===== config.mk =====
export PLATFORM = sky130hd
export DESIGN_NAME = alu_uart_interface
export DESIGN_NICKNAME = d
export VERILOG_FILES = /design/src/rtl/alu_uart_interface.sv
export SDC_FILE = /design/constraint.sdc
export NUM_CORES = 1
export LEC_CHECK = 0
export BUFFER_PORTS_ARGS = -buffer_cell sky130_fd_sc_hd__buf_2
export CAP_MARGIN = 20
export CORE_MARGIN = 5
export CORE_UTILIZATION = 30
export DETAILED_ROUTE_END_ITERATION = 8
export GPL_ROUTABILITY_DRIVEN = 0
export HOLD_SLACK_MARGIN = 0.12
export PLACE_DENSITY_LB_ADDON = 0.25
export SETUP_SLACK_MARGIN = 0.15
export SLEW_MARGIN = 10
export SYNTH_ARGS = -nofsm -noshare
export SYNTH_HDL_FRONTEND = slang
export SYNTH_SLANG_ARGS = --single-unit

===== constraint.sdc =====
create_clock -name i_clock -period 1.5 [get_ports i_clock]
set_clock_uncertainty 0.15 [all_clocks]
set_input_delay 0.45 -clock i_clock [delete_from_list [all_inputs] [get_ports i_clock]]
set_output_delay 0.45 -clock i_clock [all_outputs]
set_load 0.005 [all_outputs]

===== src/rtl/alu_uart_interface.sv =====
// alu_uart_interface: sequences three received UART bytes (operand A,
// operand B, opcode) into registered ALU inputs, captures the combinational
// ALU result, and hands it to the UART transmitter with a one-cycle start
// pulse. The block then waits for the transmitter to finish.
module alu_uart_interface #(
    parameter int DATA_BITS = 8,
    parameter int OP_BITS   = 6
) (
    input  logic                 i_clock,
    input  logic                 i_reset,
    input  logic [DATA_BITS-1:0] i_rx_data,
    input  logic                 i_rx_done_tick,
    input  logic                 i_tx_done_tick,
    input  logic [DATA_BITS-1:0] i_alu_result,
    output logic [DATA_BITS-1:0] o_alu_a,
    output logic [DATA_BITS-1:0] o_alu_b,
    output logic [OP_BITS-1:0]   o_alu_op,
    output logic [DATA_BITS-1:0] o_tx_data,
    output logic                 o_tx_start,
    output logic                 o_busy
);

    typedef enum logic [2:0] {
        ST_A       = 3'd0,
        ST_B       = 3'd1,
        ST_OP      = 3'd2,
        ST_CALC    = 3'd3,
        ST_START   = 3'd4,
        ST_WAIT_TX = 3'd5
    } state_t;

    state_t               state_q, state_d;
    logic [DATA_BITS-1:0] alu_a_q, alu_a_d;
    logic [DATA_BITS-1:0] alu_b_q, alu_b_d;
    logic [OP_BITS-1:0]   alu_op_q, alu_op_d;
    logic [DATA_BITS-1:0] tx_data_q, tx_data_d;
    logic                 tx_start_q, tx_start_d;

    // State and datapath registers; reset clears everything so an
    // in-flight transaction is abandoned without a start pulse.
    always_ff @(posedge i_clock or negedge i_reset) begin
        if (!i_reset) begin
            state_q    <= ST_A;
            alu_a_q    <= '0;
            alu_b_q    <= '0;
            alu_op_q   <= '0;
            tx_data_q  <= '0;
            tx_start_q <= 1'b0;
        end else begin
            state_q    <= state_d;
            alu_a_q    <= alu_a_d;
            alu_b_q    <= alu_b_d;
            alu_op_q   <= alu_op_d;
            tx_data_q  <= tx_data_d;
            tx_start_q <= tx_start_d;
        end
    end

    // Next-state and register-load decode. Received bytes only matter in
    // the three capture states; tx-done only matters while waiting on tx.
    // The start pulse is registered on the CALC->START transition so it is
    // high exactly while the FSM sits in ST_START.
    always_comb begin
        state_d    = state_q;
        alu_a_d    = alu_a_q;
        alu_b_d    = alu_b_q;
        alu_op_d   = alu_op_q;
        tx_data_d  = tx_data_q;
        tx_start_d = 1'b0;
        case (state_q)
            ST_A: begin
                if (i_rx_done_tick) begin
                    alu_a_d = i_rx_data;
                    state_d = ST_B;
                end
            end
            ST_B: begin
                if (i_rx_done_tick) begin
                    alu_b_d = i_rx_data;
                    state_d = ST_OP;
                end
            end
            ST_OP: begin
                if (i_rx_done_tick) begin
                    // upper received bits beyond the opcode width are dropped
                    alu_op_d = i_rx_data[OP_BITS-1:0];
                    state_d  = ST_CALC;
                end
            end
            ST_CALC: begin
                tx_data_d  = i_alu_result;
                tx_start_d = 1'b1;
                state_d    = ST_START;
            end
            ST_START: begin
                state_d = ST_WAIT_TX;
            end
            ST_WAIT_TX: begin
                // a coincident rx byte is simply not captured here
                if (i_tx_done_tick) begin
                    state_d = ST_A;
                end
            end
            default: begin
                state_d = ST_A;
            end
        endcase
    end

    assign o_alu_a    = alu_a_q;
    assign o_alu_b    = alu_b_q;
    assign o_alu_op   = alu_op_q;
    assign o_tx_data  = tx_data_q;
    assign o_tx_start = tx_start_q;
    assign o_busy     = (state_q == ST_CALC) || (state_q == ST_START) ||
                        (state_q == ST_WAIT_TX);

endmodule


Yosys cells after proc, flatten, opt, wreduce, memory -nomap -nowiden --
Cells that the tools add are included.
Word-level totals: register bits after elaboration 34, input port bits 20, logic and storage cells 28
Cells by class: equal/unequal tests 9, muxes and demuxes 6, reductions and logical operators 7
Operators with widths (count):
- one-hot mux 3 bit (6 select lines) | 1
- two-way mux 3 bit | 4
- != test 2 bit, second input constant | 4
- equality test 3 x 2 -> 1 bit, second input constant | 2
- equality test 3 bit, second input constant | 2
- AND reduction 2 bit | 3
- AND reduction 4 bit | 1
- equality test 3 x 1 -> 1 bit, second input constant | 1
- zero test 3 bit | 1
- logical OR 1 bit | 2
- two-way mux 1 bit | 1

Depth between registers and ports, before layout --
depth in word-level cells 3, gate-level depth with buffers 4, gate-level depth less buffers 2

Worst setup path before layout --
Ideal clock, no wire load.
kind flip-flop to flip-flop, start reg state_q[0], end reg alu_a_q[0], in the netlist o_alu_a[0], setup time 125 ps, arrival time 1322 ps, data required time 1225 ps, slack -97 ps, stages on the path, launching flop included 4, buffers on the path 1, period minus slack after synthesis 1597 ps, cells stage by stage dfrtp_1 -> buf_2 -> nor4b_4 -> mux2_2
Between the ends: word-level cells in the longest chain between the ends 2
Ends and longest elaborated chain:
- start: declaration | line 32 | state_t state_q, state_d;
- start signal: assignment | line 50 | state_q <= state_d;
- zero test 3 bit | line 70 | case (state_q)
- AND reduction 2 bit (no line)
- end signal: assignment | line 51 | alu_a_q <= alu_a_d;
- end: declaration | line 33 | logic [DATA_BITS-1:0] alu_a_q, alu_a_d;
Every way passes these cells. A chain may end at the register's enable or synchronous reset.

Worst setup path after layout --
start reg state_q[0], end out o_busy
Between the ends: word-level cells in the longest chain between the ends 3, elaborated cells on any way between the ends 5, classes of those cells eq/ne (3); reduce/logical (2)
Ends and longest elaborated chain:
- equality test 3 x 2 -> 1 bit / equality test 3 bit (equally long branches) | line 115 | assign o_busy = (state_q == ST_CALC) || (state_q == ST_START) ||
- logical OR 1 bit | line 115
- logical OR 1 bit * | line 115
- end: declaration | line 20 | output logic o_busy
Every way passes the cells marked *; elsewhere a longest branch is shown, timed or not.

==> results.sh <==
export IMPL_crit_reg2reg_launch="state_q[2]"
export IMPL_grt_pass1_vias=1124
export IMPL_gate_count_post_synth=83
export IMPL_worst_hold_startpoint="i_alu_result[7]"
export IMPL_slew_viol_final=0
export IMPL_timing_critical_path_slowest_stage_cell="sky130_fd_sc_hd__dfrtp_1"
export IMPL_detailroute_wirelength_met3_um=314
export IMPL_clock_sinks=34
export IMPL_critPathBufInv=2
export IMPL_timing_setup_critical_path_class="reg -> out"
export IMPL_power_density_nw_per_um2=2222
export IMPL_gr_total_overflow=0
export IMPL_synthesis_to_finish_area_growth_pct=64.16
export IMPL_drt_first_pass_iters=3
export IMPL_worst_ir_drop_vdd_mv=0.9892
export IMPL_timing_critical_path_from="state_q[0]"
export IMPL_run_status="finished with violations"
export IMPL_antenna_found_initial=0
export IMPL_grt_total_usage_pct=11.75
export IMPL_synth_seq_area_share_pct=63.97
export IMPL_top_level_ports=52
export IMPL_cp_data_required_time_ps=900
export IMPL_viasPerCell=4.336
export IMPL_floorplan_die_height_um=76.59
export IMPL_hpwlAfterDp_um=2331
export IMPL_average_cell_area_after_synthesis_um2=16.02
export IMPL_layout_nets=196
export IMPL_most_frequent_cell_on_the_critical_path="sky130_fd_sc_hd__buf_6"
export IMPL_route_vias_total=993
export IMPL_place_worst_setup_slack_ps=-185.6
export IMPL_critical_path_arrival_ps=1090
export IMPL_die_w_um=76.59
export IMPL_cp_top_family="flip-flops"
export IMPL_grt_pass1_wl_um=5457
export IMPL_met1_length_um=1475
export IMPL_numCtsBuffers=5
export IMPL_slew_headroom_pct=82.73
export IMPL_max_cap_violations=0
export IMPL_critical_path_startpoint_type="flip-flop"
export IMPL_fillCellCount=402
export IMPL_die_area_um2=5865
export IMPL_p_leak_nw=1.110
export IMPL_rsz_0062_raised_after_global_routing="true"
export IMPL_antenna_fix_cells=0
export IMPL_ys_warn_count=0
export IMPL_failed_checks="setup timing"
export IMPL_clockRootBuffer="sky130_fd_sc_hd__clkbuf_8"
export IMPL_top_layer="met4"
export IMPL_postSynthRegisterBits=34
export IMPL_antenna_violating_nets_post_route=0
export IMPL_worst_slack_ps=-185.1
export IMPL_postPlaceCellArea_um2=1804
export IMPL_post_drt_wl_per_cell_um=14.72
export IMPL_p_comb_share_pct=51.7
export IMPL_period_minus_slack_ps=1685
export IMPL_port_buffers=51
export IMPL_drt_drc_violations_left=0
export IMPL_clock_path_buffers=2
export IMPL_start_util_pct=30.76
export IMPL_drt_total_wl_um=3372
export IMPL_floorplan_core_area_um2=4324
export IMPL_swShare_pct=28.84
export IMPL_report_power_total_w=0.004851
export IMPL_p_int_w=0.003452
export IMPL_cts_tree="built"
export IMPL_grt_start_max_net_pins=19
export IMPL_met2_wirelength_um=1561
export IMPL_cts_htree_levels=2
export IMPL_clock_power_share_pct=14.3
export IMPL_finalCritPeriodShare_pct=112.3
export IMPL_synth_net_count=103
export IMPL_setup_viol=24
export IMPL_hold_viol_final=0
export IMPL_yosysUniqueCellTypes=16
export IMPL_mostFrequentLayoutCells="sky130_fd_sc_hd__buf_2, sky130_fd_sc_hd__dfrtp_1, sky130_fd_sc_hd__buf_4, sky130_fd_sc_hd__mux2_4, sky130_fd_sc_hd__mux2_2"
export IMPL_power_switching_w=0.001399
export IMPL_fin_setup_tns_ps=-3165
export IMPL_endpoint_kind="output pin"
export IMPL_hp_class="in -> reg"
export IMPL_power_frac_seq_pct=34.0
export IMPL_critical_path_max_stage_delay_ps=400
export IMPL_achievable_frequency_ghz=0.5934
export IMPL_worst_path_max_fanout=2
export IMPL_fp_row_count=24
export IMPL_actual_slew_at_the_worst_max_slew_pin_ps=258.0
export IMPL_clkSlewWorstSetupHoldPaths_ps=70
export IMPL_dr_first_iter_drc_count=39
export IMPL_layout_cells_most_common="sky130_fd_sc_hd__buf_2"
export IMPL_post_synth_instance_area_um2=1330
export IMPL_final_core_util_pct=50.49
export IMPL_clk_latency_ps=280
export IMPL_design_area_final_um2=2183
export IMPL_worstPathCellList="buf_6, nand3b_1, nand2_2, buf_6"
export IMPL_drive_gt1_share_pct=76.27
per-stage QoR:
step	hold WS (ps)	std cells
finish	244.0	229
global route	237.9	229
CTS	235.0	223
detailed placement	174.2	193
global placement	170.1	193
floorplan	4.409	83
sequential cells by signal (all words and copies together), names as in the netlist:
name and cells:
o_alu_b 8, o_tx_data 8, o_alu_a 8, o_tx_start 1, state_q 3, o_alu_op 6
cells by family after synthesis:
group | Yosys count | share of synthesized area [%]
AO/OA/AOI/OAI | 3 | 1.317
buffers and inverters | 5 | 1.787
flip-flops | 34 | 63.97
multiplexers | 30 | 25.40
AND/OR/NAND/NOR | 11 | 7.525
cell usage after synthesis (all sizes together):
library cell  count  area, µm²
dfrtp            34      850.8
mux2             30      337.8
buf               4      20.02
nand2b            2      12.51
nand3b            2      15.01
nor4bb            2      20.02
a21oi             1      5.000
and2              1      6.260
inv               1      3.750
nand2             1      3.750
nor4b             1      23.77
o211ai            1      7.510
o21ai             1      5.000
or3b              1      8.760
or4b              1      10.01
layout make-up:
cell class	count	area (µm²)	share of cell area, %
flip-flops and latches	34	853.3	39.08
repair buffers	90	600.6	27.51
multi-input cells	44	569.3	26.07
clock buffers	7	86.33	3.954
well taps	52	65.06	2.980
clock inverters	1	5.005	0.2292
inverters	1	3.754	0.1719
timing repair:
action | in CTS | in global routing
hold buffers | 1 | 0
pin swaps | 1 | 0
setup endpoints to repair | 63 | 63
buffers inserted | 20 | 6
resized for setup | 15 | 1
hold endpoints to repair | 23 | 0
cloned | 1 | 0
routing by layer:
layer	track usage, %	vias to the layer above
li1	-	476
met1	14.56	471
met2	17.89	44
met3	5.792	2
met4	3.671	0
met5	0	-
power by group through the flow:
stage	Combinational, W	Clock, W	Sequential, W
6_report	0.00251	0.000693	0.00165
5_1_grt	0.00271	0.000753	0.00172
4_1_cts	0.00239	0.000717	0.00165
3_5_place_dp	0.00169	0	0.00173
3_3_place_gp	0.00165	0	0.00170
2_1_floorplan	0.000928	0	0.00169
worst paths after layout:
check | cells after the start | slack (ps) | to
max in group asynchronous | 3 | 380 | o_tx_data[3]
hold reg to reg | 1 | 360 | o_alu_b[3]
min in group asynchronous | 2 | 420 | state_q[1]
setup reg to reg | 4 | -150 | o_alu_a[0]
setup / recovery | 4 | -190 | o_busy
hold / removal | 2 | 240 | o_tx_data[7]
Power figures use the tool's default switching activity.
